==> src/rtl/mem_coherence_responder.sv <==
// Memory-side responder for a snooping MSI-style coherence bus: tracks per-line
// memory state and owner, answers GETS/GETM/PUTM and absorbs owner write-backs.
module mem_coherence_responder #(
  parameter  int NUM_CACHE      = 8,
  parameter  int XLEN           = 32,
  parameter  int CACHELINE_SIZE = 8,
  parameter  int NUM_LINES      = 4,
  localparam int SW             = $clog2(NUM_CACHE) + 1
) (
  input  logic                      clk,
  input  logic                      rst_n,
  input  logic                      req_valid,
  output logic                      req_ready,
  input  logic [SW-1:0]             req_source,
  input  logic [XLEN-1:0]           req_addr,
  input  logic [1:0]                req_bus_tx,
  input  logic                      wb_valid,
  input  logic                      wb_memory_flag,
  input  logic [SW-1:0]             wb_source,
  input  logic [XLEN-1:0]           wb_addr,
  input  logic [CACHELINE_SIZE-1:0] wb_data,
  output logic                      resp_valid,
  input  logic                      resp_ready,
  output logic [SW-1:0]             resp_destination,
  output logic [XLEN-1:0]           resp_addr,
  output logic [CACHELINE_SIZE-1:0] resp_data,
  output logic [1:0]                resp_mmsg
);

  localparam int IW = $clog2(NUM_LINES);

  localparam logic [1:0] TX_GETS = 2'd0;
  localparam logic [1:0] TX_GETM = 2'd1;
  localparam logic [1:0] TX_PUTM = 2'd2;

  localparam logic [1:0] MSG_EXCLUSIVE = 2'd0;
  localparam logic [1:0] MSG_DATA      = 2'd1;
  localparam logic [1:0] MSG_NODATA    = 2'd2;
  localparam logic [1:0] MSG_NODATAE   = 2'd3;

  typedef enum logic [1:0] {ST_IDLE, ST_RESP, ST_WAIT_WB} fsm_state_t;
  typedef enum logic [2:0] {LS_MI, LS_MS, LS_MEORM, LS_MSD, LS_MID, LS_MEORMD} line_state_t;

  fsm_state_t                state_q, state_d;
  line_state_t               line_state_q [NUM_LINES];
  line_state_t               line_state_d [NUM_LINES];
  logic [SW-1:0]             owner_q      [NUM_LINES];
  logic [SW-1:0]             owner_d      [NUM_LINES];
  logic [CACHELINE_SIZE-1:0] data_q       [NUM_LINES];
  logic [CACHELINE_SIZE-1:0] data_d       [NUM_LINES];

  logic                      resp_valid_q, resp_valid_d;
  logic [SW-1:0]             resp_dest_q, resp_dest_d;
  logic [XLEN-1:0]           resp_addr_q, resp_addr_d;
  logic [CACHELINE_SIZE-1:0] resp_data_q, resp_data_d;
  logic [1:0]                resp_mmsg_q, resp_mmsg_d;
  logic [XLEN-1:0]           wait_addr_q, wait_addr_d;
  logic [SW-1:0]             wait_src_q, wait_src_d;

  logic [IW-1:0] req_idx;
  logic [IW-1:0] wait_idx;
  logic          wb_match;
  logic          any_meormd;

  assign req_idx  = req_addr[IW-1:0];
  assign wait_idx = wait_addr_q[IW-1:0];
  assign wb_match = wb_valid && wb_memory_flag && (wb_source == wait_src_q)
                    && (wb_addr == wait_addr_q);

  // Ready is forced low while reset is asserted, not just after the next edge.
  assign req_ready        = (state_q == ST_IDLE) && rst_n;
  assign resp_valid       = resp_valid_q;
  assign resp_destination = resp_dest_q;
  assign resp_addr        = resp_addr_q;
  assign resp_data        = resp_data_q;
  assign resp_mmsg        = resp_mmsg_q;

  always_comb begin
    state_d      = state_q;
    line_state_d = line_state_q;
    owner_d      = owner_q;
    data_d       = data_q;
    resp_valid_d = resp_valid_q;
    resp_dest_d  = resp_dest_q;
    resp_addr_d  = resp_addr_q;
    resp_data_d  = resp_data_q;
    resp_mmsg_d  = resp_mmsg_q;
    wait_addr_d  = wait_addr_q;
    wait_src_d   = wait_src_q;

    case (state_q)
      ST_IDLE: begin
        if (req_valid) begin
          case (req_bus_tx)
            TX_GETS: begin
              if (line_state_q[req_idx] == LS_MI) begin
                line_state_d[req_idx] = LS_MEORM;
                owner_d[req_idx]      = req_source;
                state_d               = ST_RESP;
                resp_valid_d          = 1'b1;
                resp_dest_d           = req_source;
                resp_addr_d           = req_addr;
                resp_data_d           = data_q[req_idx];
                resp_mmsg_d           = MSG_EXCLUSIVE;
              end else if (line_state_q[req_idx] == LS_MS) begin
                state_d      = ST_RESP;
                resp_valid_d = 1'b1;
                resp_dest_d  = req_source;
                resp_addr_d  = req_addr;
                resp_data_d  = data_q[req_idx];
                resp_mmsg_d  = MSG_DATA;
              end else if (line_state_q[req_idx] == LS_MEORM) begin
                // Owner must flush its copy before memory can serve readers again.
                line_state_d[req_idx] = LS_MSD;
                wait_addr_d           = req_addr;
                wait_src_d            = owner_q[req_idx];
                state_d               = ST_WAIT_WB;
              end
            end
            TX_GETM: begin
              if ((line_state_q[req_idx] == LS_MI) || (line_state_q[req_idx] == LS_MS)) begin
                line_state_d[req_idx] = LS_MEORM;
                owner_d[req_idx]      = req_source;
                state_d               = ST_RESP;
                resp_valid_d          = 1'b1;
                resp_dest_d           = req_source;
                resp_addr_d           = req_addr;
                resp_data_d           = data_q[req_idx];
                resp_mmsg_d           = MSG_DATA;
              end else if (line_state_q[req_idx] == LS_MEORM) begin
                owner_d[req_idx] = req_source;
              end
            end
            TX_PUTM: begin
              if ((line_state_q[req_idx] == LS_MEORM) && (owner_q[req_idx] == req_source)) begin
                line_state_d[req_idx] = LS_MID;
                wait_addr_d           = req_addr;
                wait_src_d            = req_source;
                state_d               = ST_WAIT_WB;
              end else begin
                state_d      = ST_RESP;
                resp_valid_d = 1'b1;
                resp_dest_d  = req_source;
                resp_addr_d  = req_addr;
                resp_data_d  = '0;
                resp_mmsg_d  = MSG_NODATA;
              end
            end
            default: ;
          endcase
        end
      end

      ST_RESP: begin
        if (resp_ready) begin
          resp_valid_d = 1'b0;
          state_d      = ST_IDLE;
        end
      end

      ST_WAIT_WB: begin
        if (wb_match) begin
          data_d[wait_idx] = wb_data;
          if (line_state_q[wait_idx] == LS_MID) begin
            line_state_d[wait_idx] = LS_MI;
            state_d                = ST_RESP;
            resp_valid_d           = 1'b1;
            resp_dest_d            = wait_src_q;
            resp_addr_d            = wait_addr_q;
            resp_data_d            = '0;
            resp_mmsg_d            = MSG_NODATAE;
          end else begin
            if (line_state_q[wait_idx] == LS_MSD) begin
              line_state_d[wait_idx] = LS_MS;
            end
            state_d = ST_IDLE;
          end
        end
      end

      default: state_d = ST_IDLE;
    endcase
  end

  always_comb begin
    any_meormd = 1'b0;
    for (int i = 0; i < NUM_LINES; i++) begin
      if (line_state_q[i] == LS_MEORMD) begin
        any_meormd = 1'b1;
      end
    end
  end

  always_ff @(posedge clk or negedge rst_n) begin
    if (!rst_n) begin
      state_q <= ST_IDLE;
      for (int i = 0; i < NUM_LINES; i++) begin
        line_state_q[i] <= LS_MI;
        owner_q[i]      <= '0;
        data_q[i]       <= '0;
      end
      resp_valid_q <= 1'b0;
      resp_dest_q  <= '0;
      resp_addr_q  <= '0;
      resp_data_q  <= '0;
      resp_mmsg_q  <= MSG_NODATA;
      wait_addr_q  <= '0;
      wait_src_q   <= '0;
    end else begin
      state_q      <= state_d;
      line_state_q <= line_state_d;
      owner_q      <= owner_d;
      data_q       <= data_d;
      resp_valid_q <= resp_valid_d;
      resp_dest_q  <= resp_dest_d;
      resp_addr_q  <= resp_addr_d;
      resp_data_q  <= resp_data_d;
      resp_mmsg_q  <= resp_mmsg_d;
      wait_addr_q  <= wait_addr_d;
      wait_src_q   <= wait_src_d;
    end
  end

  // The reserved owner-delay state has no entry path; seeing it means corruption.
  meormd_never_entered: assert property (@(posedge clk) disable iff (!rst_n) !any_meormd);

endmodule

==> config.mk <==
export PLATFORM = sky130hd
export DESIGN_NAME = mem_coherence_responder
export DESIGN_NICKNAME = d
export VERILOG_FILES = /design/src/rtl/mem_coherence_responder.sv
export SDC_FILE = /design/constraint.sdc
export NUM_CORES = 1
export LEC_CHECK = 0
export ABC_AREA = 1
export BUFFER_PORTS_ARGS = -buffer_cell sky130_fd_sc_hd__buf_2
export CELL_PAD_IN_SITES_DETAIL_PLACEMENT = 0
export CELL_PAD_IN_SITES_GLOBAL_PLACEMENT = 1
export CORE_UTILIZATION = 45
export CTS_BUF_LIST = sky130_fd_sc_hd__clkbuf_8
export DETAILED_ROUTE_END_ITERATION = 7
export MAX_ROUTING_LAYER = met4
export PLACE_DENSITY_LB_ADDON = 0.2
export SLEW_MARGIN = 20
export SYNTH_ARGS = -nofsm -noshare
export SYNTH_HDL_FRONTEND = slang
export SYNTH_SLANG_ARGS = --single-unit
export TNS_END_PERCENT = 20
==> constraint.sdc <==
create_clock -name clk -period 5.8 [get_ports clk]
set_input_delay 1.16 -clock clk [delete_from_list [all_inputs] [get_ports clk]]
set_output_delay 1.16 -clock clk [all_outputs]
set_load 0.005 [all_outputs]
### Word-level counts from Yosys, hierarchy flattened

Index checks and enable logic that the tools add are counted.

| cells by class | value |
|---|---|
| order comparisons | 4 |
| equality and inequality tests | 30 |
| muxes and demuxes | 103 |
| bitwise logic cells | 16 |
| reduce and logical (&&, ||, !) cells | 22 |

Operators with widths:

| kind | number |
|---|---|
| 32-bit 2-to-1 mux | 11 |
| 32-bit one-hot mux with 2 select lines | 2 |
| 12-bit 2-to-1 mux | 9 |
| 32-bit one-hot mux with 3 select lines | 1 |
| 8-bit 2-to-1 mux | 10 |
| 4-bit 2-to-1 mux | 14 |
| 16-bit 2-to-1 mux | 3 |
| 12-bit one-hot mux with 3 select lines | 1 |
| 32-bit bitwise mux | 1 |
| 32-bit equality test | 1 |
| 16-bit one-hot mux with 2 select lines | 1 |
| 2-bit 2-to-1 mux | 14 |
| 8-bit bitwise AND | 3 |
| 8-bit inverter | 3 |
| 12-bit one-hot mux with 2 select lines | 1 |
| 8-bit one-hot mux with 3 select lines | 1 |
| 3-bit 2-to-1 mux | 6 |
| 2-bit != test (second input constant) | 9 |
| 2-bit one-hot mux with 3 select lines | 3 |
| 9-bit AND reduction | 2 |
| 8-bit binary-select mux with 2-bit select | 1 |
| 16-bit bitwise mux | 1 |
| 8-bit demux with 2-bit select | 1 |
| 4-bit one-hot mux with 2 select lines | 2 |
| other kinds (39) | 74 |

| word-level totals | value |
|---|---|
| flip-flop bits (word level) | 145 |

### Logic depth before layout (Yosys ltp)

Gate-level depths: netlist of the first run.

| depth | value |
|---|---|
| depth in word-level cells | 13 |
| depth in mapped cells | 17 |
| gate-level depth less buffers | 15 |

### Worst setup path before layout of the first run

OpenSTA, ideal clock, no wires.

| path | value |
|---|---|
| path type | input port to flip-flop |
| from | input port req_addr[0] |
| to | register line_state_q[10] (netlist name) |
| library setup time | 0.123 ns |
| arrival | 2.612 ns |
| required time | 5.677 ns |
| path slack | 3.065 ns |
| cell stages on the path | 15 |
| path buffers | 3 |
| cells stage by stage | buf_6 -> buf_6 -> nand3_2 -> nand2_1 -> nor2_4 -> nand2_2 -> nor2_4 -> nand2_2 -> o21bai_2 -> nand2_1 -> nand2_4 -> nand2_4 -> buf_6 -> nand2_1 -> o21ai_2 |

| between the ends | value |
|---|---|
| word-level cells in the longest chain between the ends | 12 |
| elaborated cells between the ends (all ways) | 35 |
| those cells by class | 2 x order compare; 7 x eq/ne; 16 x mux; 5 x bitwise; 5 x reduce/logical |

Ends and longest elaborated chain:

| item | RTL line | RTL |
|---|---|---|
| start, declared | 15 | `input logic [XLEN-1:0] req_addr,` |
| 2-bit inverter with 3-bit output (implied by the code) * | n/a |  |
| 3-bit greater-or-equal comparator (implied by the code) or 3-bit by 1-bit < comparator with 1-bit output (tied branches) | n/a |  |
| 1-bit logical AND (implied by the code) | n/a |  |
| 3-bit 2-to-1 mux (implied by the code) | n/a |  |
| 3-bit demux with 2-bit select | n/a |  |
| 8-bit bitwise OR (no source line) | n/a |  |
| 12-bit 2-to-1 mux | 112 | `end else if (line_state_q[req_idx] == LS_MEORM) begin` |
| 12-bit 2-to-1 mux | 105 | `end else if (line_state_q[req_idx] == LS_MS) begin` |
| 12-bit 2-to-1 mux | 96 | `if (line_state_q[req_idx] == LS_MI) begin` |
| 12-bit one-hot mux with 3 select lines | 94 | `case (req_bus_tx)` |
| 12-bit 2-to-1 mux | 93 | `if (req_valid) begin` |
| 12-bit one-hot mux with 2 select lines | 91 | `case (state_q)` |
| end signal, assigned | 211 | `line_state_q <= line_state_d;` |
| end, declared | 45 | `line_state_t line_state_q [NUM_LINES];` |

Every way passes the cells marked *; elsewhere a longest branch is shown, timed or not. The select of a mux whose other input is x is not followed.
A chain may end at the register's enable or synchronous reset.

### Final worst setup path of the first run

| path | value |
|---|---|
| from | input port req_addr[1] |
| to | register wait_addr_q[5] |

| between the ends | value |
|---|---|
| word-level cells in the longest chain between the ends | 8 |
| elaborated cells between the ends (all ways) | 17 |
| those cells by class | 7 x eq/ne; 6 x mux; 1 x bitwise; 3 x reduce/logical |

Ends and longest elaborated chain:

| item | RTL line | RTL |
|---|---|---|
| 2-bit inverter with 3-bit output (implied by the code) * | n/a |  |
| 4-bit binary-select mux with 2-bit select or 3-bit binary-select mux with 2-bit select (tied branches) | n/a |  |
| 4-bit 2-to-1 mux (implied by the code) or 3-bit 2-to-1 mux (tied branches) (2 in a row) | n/a |  |
| 4-bit equality test or 3-bit by 2-bit equality test with 1-bit output (tied branches) | 135, 112 |  |
| 1-bit logical AND | 135 | `if ((line_state_q[req_idx] == LS_MEORM) && (owner_q[req_idx] == req_source)) begin` |
| 2-bit != test (no source line) | n/a |  |
| 7-bit AND reduction (no source line) * | n/a |  |
| end signal, assigned | 219 | `wait_addr_q <= wait_addr_d;` |
| end, declared | 57 | `logic [XLEN-1:0] wait_addr_q, wait_addr_d;` |

Marks and branches as above.

==> results.toml, run 1 <==
[status]
status = "completed"

[worst_setup_path]
crit_arrival_ns = 4.02
critPathKind = "input pin to flip-flop"
cp_cell_sequence = "buf_2 > inv_1 > nor2_1 > nand2_1 > nand4_2 > nor2_4 > nand2_2 > o21bai_2 > nand3_2 > buf_4 > nor2_1 > a21oi_1"
crit_family = "simple AND/OR/NAND/NOR gates"
crit_top_cell = "nor2_1"
crit_slowest_cell = "nor2_1"
reg2reg_depth = 12
reg2reg_slack_ns = 3.08
crit_fanout = 47
r2r_end = "wait_src_q[0]$_DFFE_PN0P_"
crit_path_max_incr_delay_ns = 0.71
critPathBufInv = 3
setup.worst_path.start_class = "input pin"
critPathRequiredTime_ns = 6.17
endpoint_kind = "flip-flop"
worstReg2RegStart = "line_state_q[1]$_DFFE_PN0P_"

[timing]
finalCritPeriodShare_pct = 62.8
finalSetupViolCount = 0
tightest_slew_ns = 0.975
tns_ns = 0
setup_ws_ns = 2.16
finalCriticalPeriod_ns = 3.64
max_freq_mhz = 274
rsz0062_at_grt = "no"
slew_headroom_pct = 34.8
hold_viol = 0
clock_skew_ns = 0.0189
slew_violations = 0

[routing]
ant_nets = 0
routed_wirelength_um = 20400
drc = 0
drtIter0Drc = 418
wl_per_cell_um = 14.5
dr.pass1.iters = 5
vias = 7021
via_per_inst = 4.97

[layout]
area_growth_pct = 14.6
fin_area_mm2 = 0.00919
drive_above_1_share_pct = 21.4
fillers = 1765
n_antenna_cell = 0
nets = 1266

[synth]
synth_area_mm2 = 0.00802
synth_top_family_by_area = "simple AND/OR/NAND/NOR gates"
yosys.cell_types.count = 44
avgSynthCellArea_um2 = 7.58
syn_nets = 1148
yosysMostFrequentCell = "nand2_1"
synth_ff_type = "dfrtp_1"
synthMuxAreaShare_pct = 0.125
ys_seq_elements = 145
synthArstFlopShare_pct = 100
synth-simple-area-share_pct = 27.2
synthAdderAreaFrac_pct = 0.468
synth_cells = 1057
yosys_warnings = 0
synth_area_leaders = "dfrtp_1 (45%), nand2_1 (18%), o21ai_0 (5.6%), inv_1 (4.5%), o21ai_2 (4.3%)"
synth_edf_count = 0
synth_top_cell_by_area = "dfrtp_1"
synth_xor_area_share_pct = 1.20
synth_compound_area_share_pct = 17.4
netlist_top_cells_count = "nand2_1 (385), dfrtp_1 (144), inv_1 (97), o21ai_0 (89), nor2_1 (66)"
seq_area_frac_synth_pct = 45.3
synth_top_area_share_pct = 45.0

[power]
irDropWorstVdd_v = 0.000201
powerDensity_mw_per_mm2 = 449
power.leakage_uw = 0.00478

[floorplan]
start_util_pct = 46.2
core-area_mm2 = 0.0174
die_width_um = 135
io_pins = 136
die_y_um = 135
rows = 48
die_area_mm2 = 0.0184

[cts]
postCtsSetupBuffers = 0
cts_resized = 0
cts.sinks = 145
clk_path_buf_depth = 2
clock_latency_ns = 0.46
htreeDepth = 4
cts_tree = "yes"
ctsHoldBuffers = 0
numCtsBuffers = 17
path_clk_slew_ns = 0.08
cts-root-buf = "clkbuf_8"

[global_route]
grt.total_usage_pct = 23.9
grt_pass1_wl_um = 33200
gr-total-overflow = 0
antenna_found_initial = 0
first_global_vias = 6608
grt_max_degree = 76

[min_path]
min_path_cells = 2
min_path_type = "flip-flop to flip-flop"
holdCritStartpoint = "resp_data[5]$_DFFE_PN0P_"
hold_end = "resp_data[5]$_DFFE_PN0P_"

[place]
dp_hpwl_um = 14900
dpl_cell_area_mm2 = 0.00878
place.port_buffers = 135
dp_slack_ns = 1.68
place_congestion = 0.878

[run]
maxCapViolCount = 0
-- flip-flops by register name (all words and copies together) (netlist names), named ones only --
signal and cells:
data_q 32, resp_addr 32, wait_addr_q 32, owner_q 16, line_state_q 8, resp_data 8, resp_destination 4, wait_src_q 4
resp_mmsg 2, state_q 2, resp_valid 1
-- final cells by class --
class | instances | area [um2] | area share [%]
Multi-Input combinational cell | 764 | 3730 | 40.7
Sequential cell | 145 | 3630 | 39.5
Timing Repair Buffer | 141 | 739 | 8.05
Inverter | 106 | 398 | 4.33
Tap cell | 225 | 282 | 3.06
Clock buffer | 18 | 248 | 2.70
Clock inverter | 14 | 155 | 1.69
-- per-layer routing --
layer	global-route usage, %	part of all wire (%)	up-vias
met5	-	0	-
met4	5.31	0.92	0
met3	4.83	4.7	15
met2	38.1	47	137
met1	31.5	48	3240
li1	-	-	3629
-- power by group --
| part | total, uW | switching (uW) | internal (uW) |
|---|---|---|---|
| logic | 1710 | 1080 | 632 |
| registers | 1590 | 235 | 1350 |
| clock network | 824 | 424 | 400 |
-- layout by cell type, fill, tap and decap left out, types with 2 or more instances in the layout --
cell type   netlist  final
clkinv_4          0      2
nor2_1           66     66
buf_2             5    134
bufinv_16         0      2
a22oi_1          18     18
a31o_2            3      3
a31oi_1           3      3
inv_2             7      7
ha_1              3      3
clkinvlp_4        0      3
xnor2_1           8      8
or2_2             5      5
xor2_1            3      3
inv_1            97     97
clkbuf_8          0     18
o21ai_0          89     89
nand3b_1          3      3
nand2_2           5      5
a211oi_1          2      2
clkinv_1          2      2
o21ai_2          39     39
dfrtp_1         144    144
o21ai_1          21     21
a21oi_1          32     32
nor2_4            3      4
o21a_1           12     12
inv_6             0      2
nand3_1          24     24
nand3_2           4      3
nand4_1          14     14
inv_8             0      2
nand2_4           5      5
a32oi_1           2      2
nand2_1         385    385
buf_4             1      5
nor2_2            6      5
clkinv_2          0      3
-- through the flow --
step	instances	hold slack [ns]	total power (uW)	util (%)
final	1413	0.482	4120	52.9
after global routing	1413	0.499	4490	52.9
after CTS	1413	0.481	4160	52.9
after detailed placement	1381	0.463	3330	50.6
after global placement	1381	0.457	3300	50.6
after floorplan	1057	0.442	2900	-
-- worst reg2reg max path, stage by stage, from the launching register on --
cell and delay (ns):
dfrtp_1 0.43, nand2_1 0.07, nand2_1 0.08, nand2_1 0.05, nand2_1 0.18, nand2_2 0.10
nor2_4 0.11, nand2_2 0.08, o21bai_2 0.16, nand3_2 0.69, buf_4 0.48, nand2_1 0.07
o21ai_0 0.07
-- cells by family after synthesis --
logic type	Yosys count
AOI/OAI and AO/OA	226
buffers and inverters	148
muxes	1
adders and majority gates	3
and+or+nand+nor	523
DFF	145
xor gates and xnor gates	11
-- how the worst max path moves through the flow --
stage,startpoint,endpoint,slack [ns],cells past startpoint
CTS,req_addr[1],wait_addr_q[5]$_DFFE_PN0P_,2.15,12
global route,req_addr[1],wait_src_q[0]$_DFFE_PN0P_,1.85,12
global placement,req_addr[1],wait_src_q[0]$_DFFE_PN0P_,1.71,12
detailed placement,req_addr[1],wait_addr_q[5]$_DFFE_PN0P_,1.68,12
finish,req_addr[1],wait_addr_q[5]$_DFFE_PN0P_,2.16,12
floorplan,req_addr[0],line_state_q[10]$_DFFE_PN0P_,3.06,15
Note: power is estimated with default switching activity, not from simulation.
==> run 2: changes to the inputs <==
--- a/config.mk
+++ b/config.mk
@@ -5,7 +5,7 @@
 export SDC_FILE = /design/constraint.sdc
 export NUM_CORES = 1
 export LEC_CHECK = 0
-export ABC_AREA = 1
+export ABC_AREA = 0
 export BUFFER_PORTS_ARGS = -buffer_cell sky130_fd_sc_hd__buf_2
 export CELL_PAD_IN_SITES_DETAIL_PLACEMENT = 0
 export CELL_PAD_IN_SITES_GLOBAL_PLACEMENT = 1
==> constraint.sdc (replaced) <==
create_clock -name clk -period 3.5 [get_ports clk]
set_input_delay 0.7 -clock clk [delete_from_list [all_inputs] [get_ports clk]]
set_output_delay 0.7 -clock clk [all_outputs]
set_load 0.005 [all_outputs]
==> results.toml, run 2 <==
[worst_setup_path]
reg2reg_depth = 6
r2r_end = "resp_addr[15]$_DFFE_PN0P_"
reg2reg_slack_ns = 0.57
endpoint_kind = "flip-flop"
crit_arrival_ns = 3.26
crit_path_max_incr_delay_ns = 0.56
critPathRequiredTime_ns = 3.83
crit_fanout = 31
critPathKind = "flip-flop to flip-flop"
setup.worst_path.start_class = "flip-flop"
cp_cell_sequence = "mux4_2 > or3b_1 > a211o_1 > a211o_2 > buf_12 > mux2_1"
critPathBufInv = 1
crit_slowest_cell = "mux4_2"
crit_family = "multiplexers"
worstReg2RegStart = "wait_addr_q[0]$_DFFE_PN0P_"

[power]
irDropWorstVdd_v = 0.000358
powerDensity_mw_per_mm2 = 770
power.leakage_uw = 0.00435

[cts]
htreeDepth = 4
clock_latency_ns = 0.46
clk_path_buf_depth = 2
postCtsSetupBuffers = 0
numCtsBuffers = 17
cts_resized = 0
cts.sinks = 145
ctsHoldBuffers = 0
path_clk_slew_ns = 0.08
cts_tree = "yes"
cts-root-buf = "clkbuf_8"

[synth]
synth_edf_count = 0
synth_ff_type = "dfrtp_1"
avgSynthCellArea_um2 = 11.4
synth_cells = 654
synth_top_area_share_pct = 48.2
synth_area_leaders = "dfrtp_1 (48%), mux2_2 (15%), nand2_1 (7.0%), mux4_2 (5.4%), mux2_1 (5.3%)"
yosys_warnings = 0
yosys.cell_types.count = 49
seq_area_frac_synth_pct = 48.6
ys_seq_elements = 145
syn_nets = 745
synth_area_mm2 = 0.00748
yosysMostFrequentCell = "dfrtp_1"
netlist_top_cells_count = "dfrtp_1 (144), nand2_1 (139), mux2_2 (97), mux2_1 (35), xor2_1 (34)"
synth_top_cell_by_area = "dfrtp_1"
synthArstFlopShare_pct = 100

[global_route]
first_global_vias = 5878
grt.total_usage_pct = 24.5
grt_pass1_wl_um = 30700
grt_max_degree = 58
antenna_found_initial = 0
gr-total-overflow = 0

[place]
place.port_buffers = 135
dp_cells = 992
dp_hpwl_um = 13900
place_congestion = 0.847
dpl_cell_area_mm2 = 0.00848

[layout]
area_growth_pct = 18.8
final_common_cell = "dfrtp_1"
final_cells = 1023
n_antenna_cell = 0
fin_area_mm2 = 0.00888
layout_common_cells = "dfrtp_1 (144), nand2_1 (139), buf_2 (134)"
nets = 886
fillers = 1412
drive_above_1_share_pct = 38.8

[timing]
finalCriticalPeriod_ns = 2.93
tightest_slew_ns = 0.600
slew_headroom_pct = 60.0
holdWs_ns = 0.197
slew_violations = 0
finalCritPeriodShare_pct = 83.6
max_freq_mhz = 342
clock_skew_ns = 0.0136
tns_ns = 0
finalSetupViolCount = 0
hold_viol = 0
rsz0062_at_grt = "no"

[routing]
drtIter0Drc = 286
via_per_inst = 5.49
wl_per_cell_um = 18.8
ant_nets = 0
drc = 0
routed_wirelength_um = 19300
dr.pass1.iters = 4
vias = 5620

[floorplan]
start_util_pct = 46.6
die_area_mm2 = 0.0171
die_y_um = 131
die_width_um = 131
io_pins = 136
core-area_mm2 = 0.0161
rows = 46

[run]
maxCapViolCount = 0

[status]
status = "completed"

[min_path]
min_path_type = "input pin to asynchronous set/reset pin"
run 2: changes by cell type after synthesis, moves of 13 or more:
cell     previous run  this run
a22oi_1            18         0
mux4_2              0        18
o31ai_1             0        13
nand3_1            24         2
inv_1              97         7
mux2_2              0        97
xor2_1              3        34
o21ai_0            89        12
mux2_1              0        35
o21ai_1            21         1
a21oi_1            32        13
nand2_1           385       139
nor2_1             66        10
o21ai_2            39         0
run 2: power by group:
group / switching [uW] / internal (uW) / total [uW]
registers: 467 / 2280 / 2750
clock network: 663 / 691 / 1350
logic: 1390 / 1350 / 2740
run 2: routing by layer:
layer	global-route usage [%]	vias up	wire (um)
met1	30.7	2829	8610
li1	-	2594	-
met2	40.7	172	9500
met5	-	-	0
met4	7.51	0	194
met3	3.83	25	954
run 2: area by class of cell:
type	instances	area, um2	area share (%)
well taps	216	270	3.04
flip-flops and latches	145	3630	40.9
inverters	8	30.0	0.338
clock inverters	11	128	1.44
multi-input cells	464	3650	41.1
clock buffers	20	275	3.10
repair buffers	159	900	10.1
run 2: worst reg2reg max path, cell delays in order, from the launching register on:
cell and delay (ns):
dfrtp_1 0.50, mux4_2 0.56, or3b_1 0.53, a211o_1 0.35, a211o_2 0.32, buf_12 0.20
mux2_1 0.35
run 2: stage by stage:
| stage | power (uW) | setup WS [ns] | util (%) |
|---|---|---|---|
| after floorplan | 4520 | 0.411 | - |
| after global placement | 5430 | 0.246 | 52.8 |
| after detailed placement | 5540 | 0.185 | 52.8 |
| after CTS | 6900 | 0.602 | 55.3 |
| after global routing | 7310 | 0.440 | 55.3 |
| final | 6840 | 0.574 | 55.3 |
run 2: cell families after synthesis:
kind of cell | after synthesis | share of synthesized area, %
adder cells (fa/ha/maj) | 3 | 0.502
flip-flops | 145 | 48.6
AO/OA/AOI/OAI | 63 | 5.69
buffers and inverters | 45 | 2.76
AND/OR/NAND/NOR | 206 | 12.2
multiplexers | 153 | 25.7
XOR/XNOR | 39 | 4.57
run 2: worst max-delay path by stage:
| stage | to | from | depth (start not counted) |
|---|---|---|---|
| global route | line_state_q[7]$_DFFE_PN0P_ | wait_addr_q[0]$_DFFE_PN0P_ | 7 |
| detailed placement | resp_mmsg[0]$_DFFE_PN0P_ | req_addr[0] | 9 |
| CTS | resp_addr[10]$_DFFE_PN0P_ | wait_addr_q[0]$_DFFE_PN0P_ | 6 |
| finish | resp_addr[15]$_DFFE_PN0P_ | wait_addr_q[0]$_DFFE_PN0P_ | 6 |
| global placement | resp_addr[9]$_DFFE_PN0P_ | wb_addr[7] | 8 |
| floorplan | line_state_q[7]$_DFFE_PN0P_ | req_addr[0] | 8 |
